--- src/rtl/frm_hyst_meter.sv ---
// Per-frame brightness meter: sums pixel gray levels between vsync edges and
// reports a hysteretic bright flag once frame geometry has locked.
module frm_hyst_meter #(
    parameter int HP     = 1920,
    parameter int VP     = 1080,
    parameter int TH_HI  = HP * VP * 128,
    parameter int TH_LO  = HP * VP * 96,
    parameter int LOCK_N = 2
) (
    input  logic       clk_i,
    input  logic       rst_ni,
    input  logic       vs_i,
    input  logic       de_i,
    input  logic [7:0] wd_i,
    output logic       rx_o,
    output logic       lock_o,
    output logic [7:0] bad_o
);

    localparam int NPIX = HP * VP;
    localparam int SW   = $clog2(NPIX * 255 + 1) + 1;
    localparam int SWP  = SW + 1;
    localparam int PW   = $clog2(NPIX + 2);

    localparam logic [SW-1:0] TH_HI_S   = SW'(TH_HI);
    localparam logic [SW-1:0] TH_LO_S   = SW'(TH_LO);
    localparam logic [PW-1:0] PCNT_FULL = PW'(NPIX);
    localparam logic [PW-1:0] PCNT_MAX  = PW'(NPIX + 1);
    localparam logic [3:0]    LOCK_W    = 4'(LOCK_N);

    typedef enum logic {
        UNLOCKED = 1'b0,
        LOCKED   = 1'b1
    } state_t;

    state_t        state_q, state_d;
    logic [SW-1:0] sum_q, sum_d;
    logic [PW-1:0] pcnt_q, pcnt_d;
    logic [3:0]    gcnt_q, gcnt_d;
    logic [7:0]    bad_q, bad_d;
    logic          vs_q, seen_q, seen_d;
    logic          bright_q, bright_d;
    logic          rx_q, rx_d;

    logic          frame_edge;
    logic          good;
    logic          eval;
    logic [SWP-1:0] sum_ext;
    logic [3:0]    gcnt_inc;

    always_comb begin
        state_d  = state_q;
        sum_d    = sum_q;
        pcnt_d   = pcnt_q;
        gcnt_d   = gcnt_q;
        bad_d    = bad_q;
        seen_d   = seen_q;
        bright_d = bright_q;
        eval     = 1'b0;

        frame_edge = vs_i & ~vs_q;
        good       = (pcnt_q == PCNT_FULL);
        sum_ext    = {1'b0, sum_q} + SWP'(wd_i);
        gcnt_inc   = gcnt_q + 4'd1;

        if (frame_edge) begin
            // The edge-cycle pixel opens the new frame; the old totals are judged first.
            sum_d  = de_i ? SW'(wd_i) : '0;
            pcnt_d = PW'(de_i);
            seen_d = 1'b1;
            if (seen_q) begin
                if (good) begin
                    if (state_q == UNLOCKED) begin
                        gcnt_d = gcnt_inc;
                        if (gcnt_inc >= LOCK_W) begin
                            state_d = LOCKED;
                            eval    = 1'b1;
                        end
                    end else begin
                        eval = 1'b1;
                    end
                end else begin
                    state_d = UNLOCKED;
                    gcnt_d  = 4'd0;
                    bad_d   = (bad_q == 8'hFF) ? bad_q : bad_q + 8'd1;
                end
            end
        end else if (de_i) begin
            sum_d  = sum_ext[SW] ? '1 : sum_ext[SW-1:0];
            pcnt_d = (pcnt_q == PCNT_MAX) ? pcnt_q : pcnt_q + 1'b1;
        end

        if (eval) begin
            if (sum_q > TH_HI_S) begin
                bright_d = 1'b1;
            end else if (sum_q < TH_LO_S) begin
                bright_d = 1'b0;
            end
        end

        rx_d = bright_d & (state_d == LOCKED);
    end

    always_ff @(posedge clk_i or negedge rst_ni) begin
        if (!rst_ni) begin
            state_q  <= UNLOCKED;
            sum_q    <= '0;
            pcnt_q   <= '0;
            gcnt_q   <= 4'd0;
            bad_q    <= 8'd0;
            vs_q     <= 1'b0;
            seen_q   <= 1'b0;
            bright_q <= 1'b0;
            rx_q     <= 1'b0;
        end else begin
            state_q  <= state_d;
            sum_q    <= sum_d;
            pcnt_q   <= pcnt_d;
            gcnt_q   <= gcnt_d;
            bad_q    <= bad_d;
            vs_q     <= vs_i;
            seen_q   <= seen_d;
            bright_q <= bright_d;
            rx_q     <= rx_d;
        end
    end

    assign rx_o   = rx_q;
    assign lock_o = (state_q == LOCKED);
    assign bad_o  = bad_q;

endmodule

--- config.mk ---
export PLATFORM = sky130hd
export DESIGN_NAME = frm_hyst_meter
export DESIGN_NICKNAME = d
export VERILOG_FILES = /design/src/rtl/frm_hyst_meter.sv
export SDC_FILE = /design/constraint.sdc
export NUM_CORES = 1
export LEC_CHECK = 0
export CAP_MARGIN = 20
export CORE_ASPECT_RATIO = 0.75
export CORE_MARGIN = 2
export CORE_UTILIZATION = 60
export CTS_BUF_LIST = sky130_fd_sc_hd__clkbuf_4 sky130_fd_sc_hd__clkbuf_8
export CTS_CLUSTER_SIZE = 25
export DETAILED_ROUTE_END_ITERATION = 8
export GPL_TIMING_DRIVEN = 0
export HOLD_SLACK_MARGIN = 0.06
export PLACE_DENSITY = 0.78
export SYNTH_ARGS = -nofsm -noshare
export SYNTH_HDL_FRONTEND = slang
export SYNTH_SLANG_ARGS = --single-unit
--- constraint.sdc ---
create_clock -name clk_i -period 7.06 [get_ports clk_i]
set_clock_uncertainty 0.05 [all_clocks]
set_input_delay 1.412 -clock clk_i [delete_from_list [all_inputs] [get_ports clk_i]]
set_output_delay 1.412 -clock clk_i [all_outputs]
set_load 0.01 [all_outputs]
# Yosys cells after proc, flatten, opt, wreduce, memory -nomap -nowiden
# Cells that the tools add are included.
dict set report classes {
  n_addsub 4
  magnitude_cmp 3
  eq_ne 5
  n_mux 19
  bitwise 5
  reduce_logical 4
}
# operator n
set op_table {}
lappend op_table {{30-bit two-way mux} 3}
lappend op_table {{21-bit two-way mux} 3}
lappend op_table {{21-bit equality test, second input constant} 2}
lappend op_table {{30-bit by 8-bit adder with 31-bit output} 1}
lappend op_table {{30-bit by 28-bit > comparator with 1-bit output, second input constant} 1}
lappend op_table {{30-bit by 28-bit < comparator with 1-bit output, second input constant} 1}
lappend op_table {{21-bit by 1-bit adder with 21-bit output, second input constant} 1}
lappend op_table {{1-bit two-way mux} 10}
lappend op_table {{8-bit by 1-bit adder with 8-bit output, second input constant} 1}
lappend op_table {{8-bit equality test, second input constant} 1}
lappend op_table {{4-bit two-way mux} 2}
lappend op_table {{8-bit two-way mux} 1}
lappend op_table {{4-bit by 1-bit adder with 4-bit output, second input constant} 1}
lappend op_table {{4-bit by 2-bit greater-or-equal comparator with 1-bit output, second input constant} 1}
lappend op_table {{2-bit inequality test, second input constant} 2}
lappend op_table {{4-bit AND reduction} 1}
lappend op_table {{1-bit inverter} 3}
lappend op_table {{3-bit AND reduction} 1}
lappend op_table {{1-bit bitwise AND} 2}
lappend op_table {{2-bit AND reduction} 1}
lappend op_table {{2-bit nonzero test} 1}
dict set report word_totals {
  ff_bits 68
  in_bits 12
  out_inout_bits 10
  word_cells 49
}

# Longest topological paths before layout
dict set report depth {
  ltp_word 9
  depth_mapped 9
  mapped_depth_nobuf 8
}

# Worst setup path after synthesis
# Ideal clock, no wire load.
dict set report synth_path {
  kind {input to register}
  startpoint {input wd_i[0]}
  endpoint {register sum_q[19]}
  setup_time_ns 0.138
  arrival_time_ns 3.289
  required_time_ns 6.872
  slack_ns 3.582
  path_stages 8
  path_buffers 0
  cell_sequence {ha_1 -> fa_1 -> a211oi_1 -> o21bai_1 -> o21ai_1 -> nor2_4 -> nor2b_1 -> a311oi_1}
}
dict set report synth_via {
  elab_chain_cells 4
}
# element line_no
set synth_rtl {}
lappend synth_rtl {{from (decl)} 14} ;# input logic [7:0] wd_i,
lappend synth_rtl {{30-bit by 8-bit adder with 31-bit output} 63} ;# sum_ext = {1'b0, sum_q} + SWP'(wd_i);
lappend synth_rtl {{30-bit two-way mux} 89} ;# sum_d = sum_ext[SW] ? '1 : sum_ext[SW-1:0];
lappend synth_rtl {{30-bit two-way mux} 88} ;# end else if (de_i) begin
lappend synth_rtl {{30-bit two-way mux} 66} ;# if (frame_edge) begin
lappend synth_rtl {{to (signal assigned)} 117} ;# sum_q <= sum_d;
lappend synth_rtl {{to (decl)} 37} ;# logic [SW-1:0] sum_q, sum_d;
# No other way between the ends. The select of a mux whose other input is x is not followed.
# A chain may end at the register's enable or synchronous reset.

# Worst setup path in the final report
# Same ends and word-level chain as after synthesis.

==> summary.txt <==
Yosys
  • Primary FF master, synth: dfrtp_1
  • Async SR Flop Fraction: 100.0%
  • Gate Count Post-Synth: 431
  • Post-Syn Area: 0.004011 sq mm
  • Post-synthesis compound-gate area fraction: 16.91%
  • Area share of fa/ha/maj cells after synthesis: 4.866%
  • Post-synthesis mux area share: 1.341%
  • Share of the synthesized area in the top cell type: 42.42%
  • Area leader, netlist: dfrtp_1
  • Syn_nets: 458
  • #FFs+latches synth: 68
  • Avg Cell Area, Syn: 9.307 sq um
  • Synth Area in XOR/XNOR: 6.332%
  • Cell variety after synth: 54
  • Main combinational cell family by area after synthesis: simple AND/OR/NAND/NOR gates
  • Simple-gate area share of the yosys netlist: 25.58%
  • Ranking of synthesized cells by area: dfrtp_1 (42%), ha_1 (4.4%), nand2_1 (3.3%)
  • Post-synthesis sequential area ratio: 42.42%
  • YS warnings: 0
  • Post-synth EDFFs: 0

STA
  • Worst-Margin Slew: 852.2 ps
  • Setup violators final: 0
  • Rel. slew slack: 43.18%
  • Slew Limit Fails: 0
  • Period utilization: 59.76%
  • Achievable Freq: 237.0 MHz
  • RSZ-0062 raised after global routing: no
  • Post-Route Setup TNS: 0 ps
  • Hold Fails Final Rpt: 0
  • Min Tclk post-route: 4219 ps

Cells and area
  • Area Overhead vs Synth: 12.26%
  • Final #Nets: 490
  • Reg area: 0.001702 sq mm
  • Fill cells: 528
  • Final non-filler cell total: 546
  • Layout cells sized above 1: 6.667%
  • ANT cells: 0
  • Area of the multi-input gates: 0.002207 sq mm

CTS
  • Hold_buf cts: 0
  • Clock transition at path regs: 70 ps
  • CTS Buffer Depth: 2
  • CTS Sinks: 68
  • Post-CTS Resized: 0
  • Cts bufs inserted: 9
  • H-tree depth: 3
  • TritonCTS clock tree: built
  • Root Driver: clkbuf_8
  • Setup bufs post-CTS: 0
  • Worst-Skew Late Latency: 340 ps

Power
  • Worst vdd ir: 0.1861 mV
  • Pwr dens: 246.6 mW/mm^2
  • Leak: 1.926 nW
  • Tot Pwr: 1.110 mW

Route
  • Post-DRT Antenna Nets: 0
  • Vias per cell: 6.451
  • Pre-antenna DRT Iters: 5
  • Final wirelength: 9401 um
  • Vias: 3522
  • Routed len/inst: 17.22 um
  • DRC: 0
  • DR iter-0 viols: 203

Setup path
  • Max FO, Critical Path: 9
  • CP startpoint kind: input pin
  • CP Capture Type: flop
  • CP arrival: 4360 ps
  • Worst Setup Path Type: input pin to flop
  • Worst EP required: 7200 ps

Global route
  • Vias in the first global route: 3258
  • Met2 GRT Util: 39.98%
  • Grt met3 use: 5.292%
  • Gr ovfl total: 0
  • Largest net degree at the start of global routing: 69
  • Top Usage Layer GRT: met1
  • Total GRT Usage: 26.99%
  • Met1 usage: 40.85%
  • First-pass GRT wire length: 15830 um
  • Initial antenna violation count: 0

Run status
  • Status: finished, final reports clean

Floorplan
  • FP Rows: 25
  • DIE AREA: 0.007362 sq mm
  • Die H: 74.81 um
  • Die span in x: 98.42 um
  • # IOs: 22
  • Initial core utilization: 62.86%
  • Core Area: 0.006381 sq mm

Run
  • Max Cap Violations: 0

Place
  • Port bufs: 21
  • Post-DP HPWL: 6518 um
  • Placed cell count: 533
  • RD Place Congestion: 0.8829

Hold path
  • HP Class: flop to flop
## sequential cells by signal (all words and copies together) (netlist names)
signal / cells
bright_q: 1
sum_q: 30
bad_o: 8
seen_q: 1
rx_o: 1
gcnt_q: 4
vs_q: 1
pcnt_q: 21
lock_o: 1
## layout make-up
cell class | count | area share (%)
repair buffers | 21 | 4.612
clock inverters | 2 | 0.8336
well taps | 81 | 2.251
inverters | 9 | 0.7502
multi-input cells | 337 | 49.01
flip-flops and latches | 68 | 37.79
plain buffers | 17 | 1.528
clock buffers | 11 | 3.223
## cells in the final DEF, fill, tap and decap left out, types with 11 or more instances in the layout
cell,instances
dfrtp_1,68
nand2_1,35
nor2_1,32
a21oi_1,25
o21ai_0,21
clkdlybuf4s50_1,20
nand3_1,19
nor3_1,17
xor2_1,15
and3_1,15
xnor2_1,14
ha_1,14
nand4_1,13
clkbuf_1,12
and4_1,11
## worst paths after layout
path / from / end / slack (ps) / depth (start not counted)
max reg2reg: sum_q[0] / sum_q[19] / 3960 / 8
min reg2reg: bad_o[5] / bad_o[5] / 460 / 1
min: bad_o[5] / bad_o[5] / 460 / 1
min in group asynchronous: rst_ni / sum_q[2] / 1120 / 1
max in group asynchronous: rst_ni / sum_q[9] / 5280 / 1
max: wd_i[0] / sum_q[19] / 2840 / 9
## logic make-up (layout without fill, tap and decap cells)
| family | after synthesis | in the layout |
|---|---|---|
| compound gates | 104 | 104 |
| xor+xnor | 29 | 29 |
| mux | 5 | 5 |
| simple gates | 184 | 184 |
| flops | 68 | 68 |
| buf+inv | 26 | 60 |
| fa+ha+maj | 15 | 15 |
## report_power, final
| group | switching, mW | total, mW | internal (mW) |
|---|---|---|---|
| Combinational | 0.174 | 0.314 | 0.140 |
| Sequential | 0.0535 | 0.485 | 0.432 |
| Clock | 0.140 | 0.311 | 0.171 |
| Total | 0.368 | 1.11 | 0.743 |
## stage by stage
step                hold WS [ps]  instance area (sq um)  worst slack, ps  utilization [%]
finish                     456.2                   4503             2841            70.57
global route               468.3                   4503             2719            70.57
CTS                        454.5                   4503             2897            70.57
detailed placement         438.1                   4320             2566            67.71
global placement           431.8                   4323             2199            67.75
floorplan                  428.7                   4011             3582                -
## per-layer routing
metal,vias to the layer above,routed length (um)
met5,-,0
met2,131,4049
met1,1703,4645
met3,9,629
li1,1679,-
met4,0,78
## synth_stat cells (4+ instances only)
cell type and count:
dfrtp_1 68, nand2_1 35, nor2_1 32, a21oi_1 25, o21ai_0 21, nand3_1 19, nor3_1 17, and3_1 15
xor2_1 15, ha_1 14, xnor2_1 14, nand4_1 13, clkbuf_1 12, and4_1 11, a311oi_1 9, inv_1 9
nor4_1 8, a211oi_1 7, a31oi_1 7, nand2b_1 6, a21o_1 5, o211ai_1 5, or3_1 5, buf_2 4
## worst max-delay path: stages
cell and delay [ps]:
clkdlybuf4s50_1 440, ha_1 260, fa_1 430, a211oi_1 300, o21bai_1 190, o21ai_1 650
nor2_4 160, nor2b_1 360, a311oi_1 150
(Power assumes the default switching activity.)
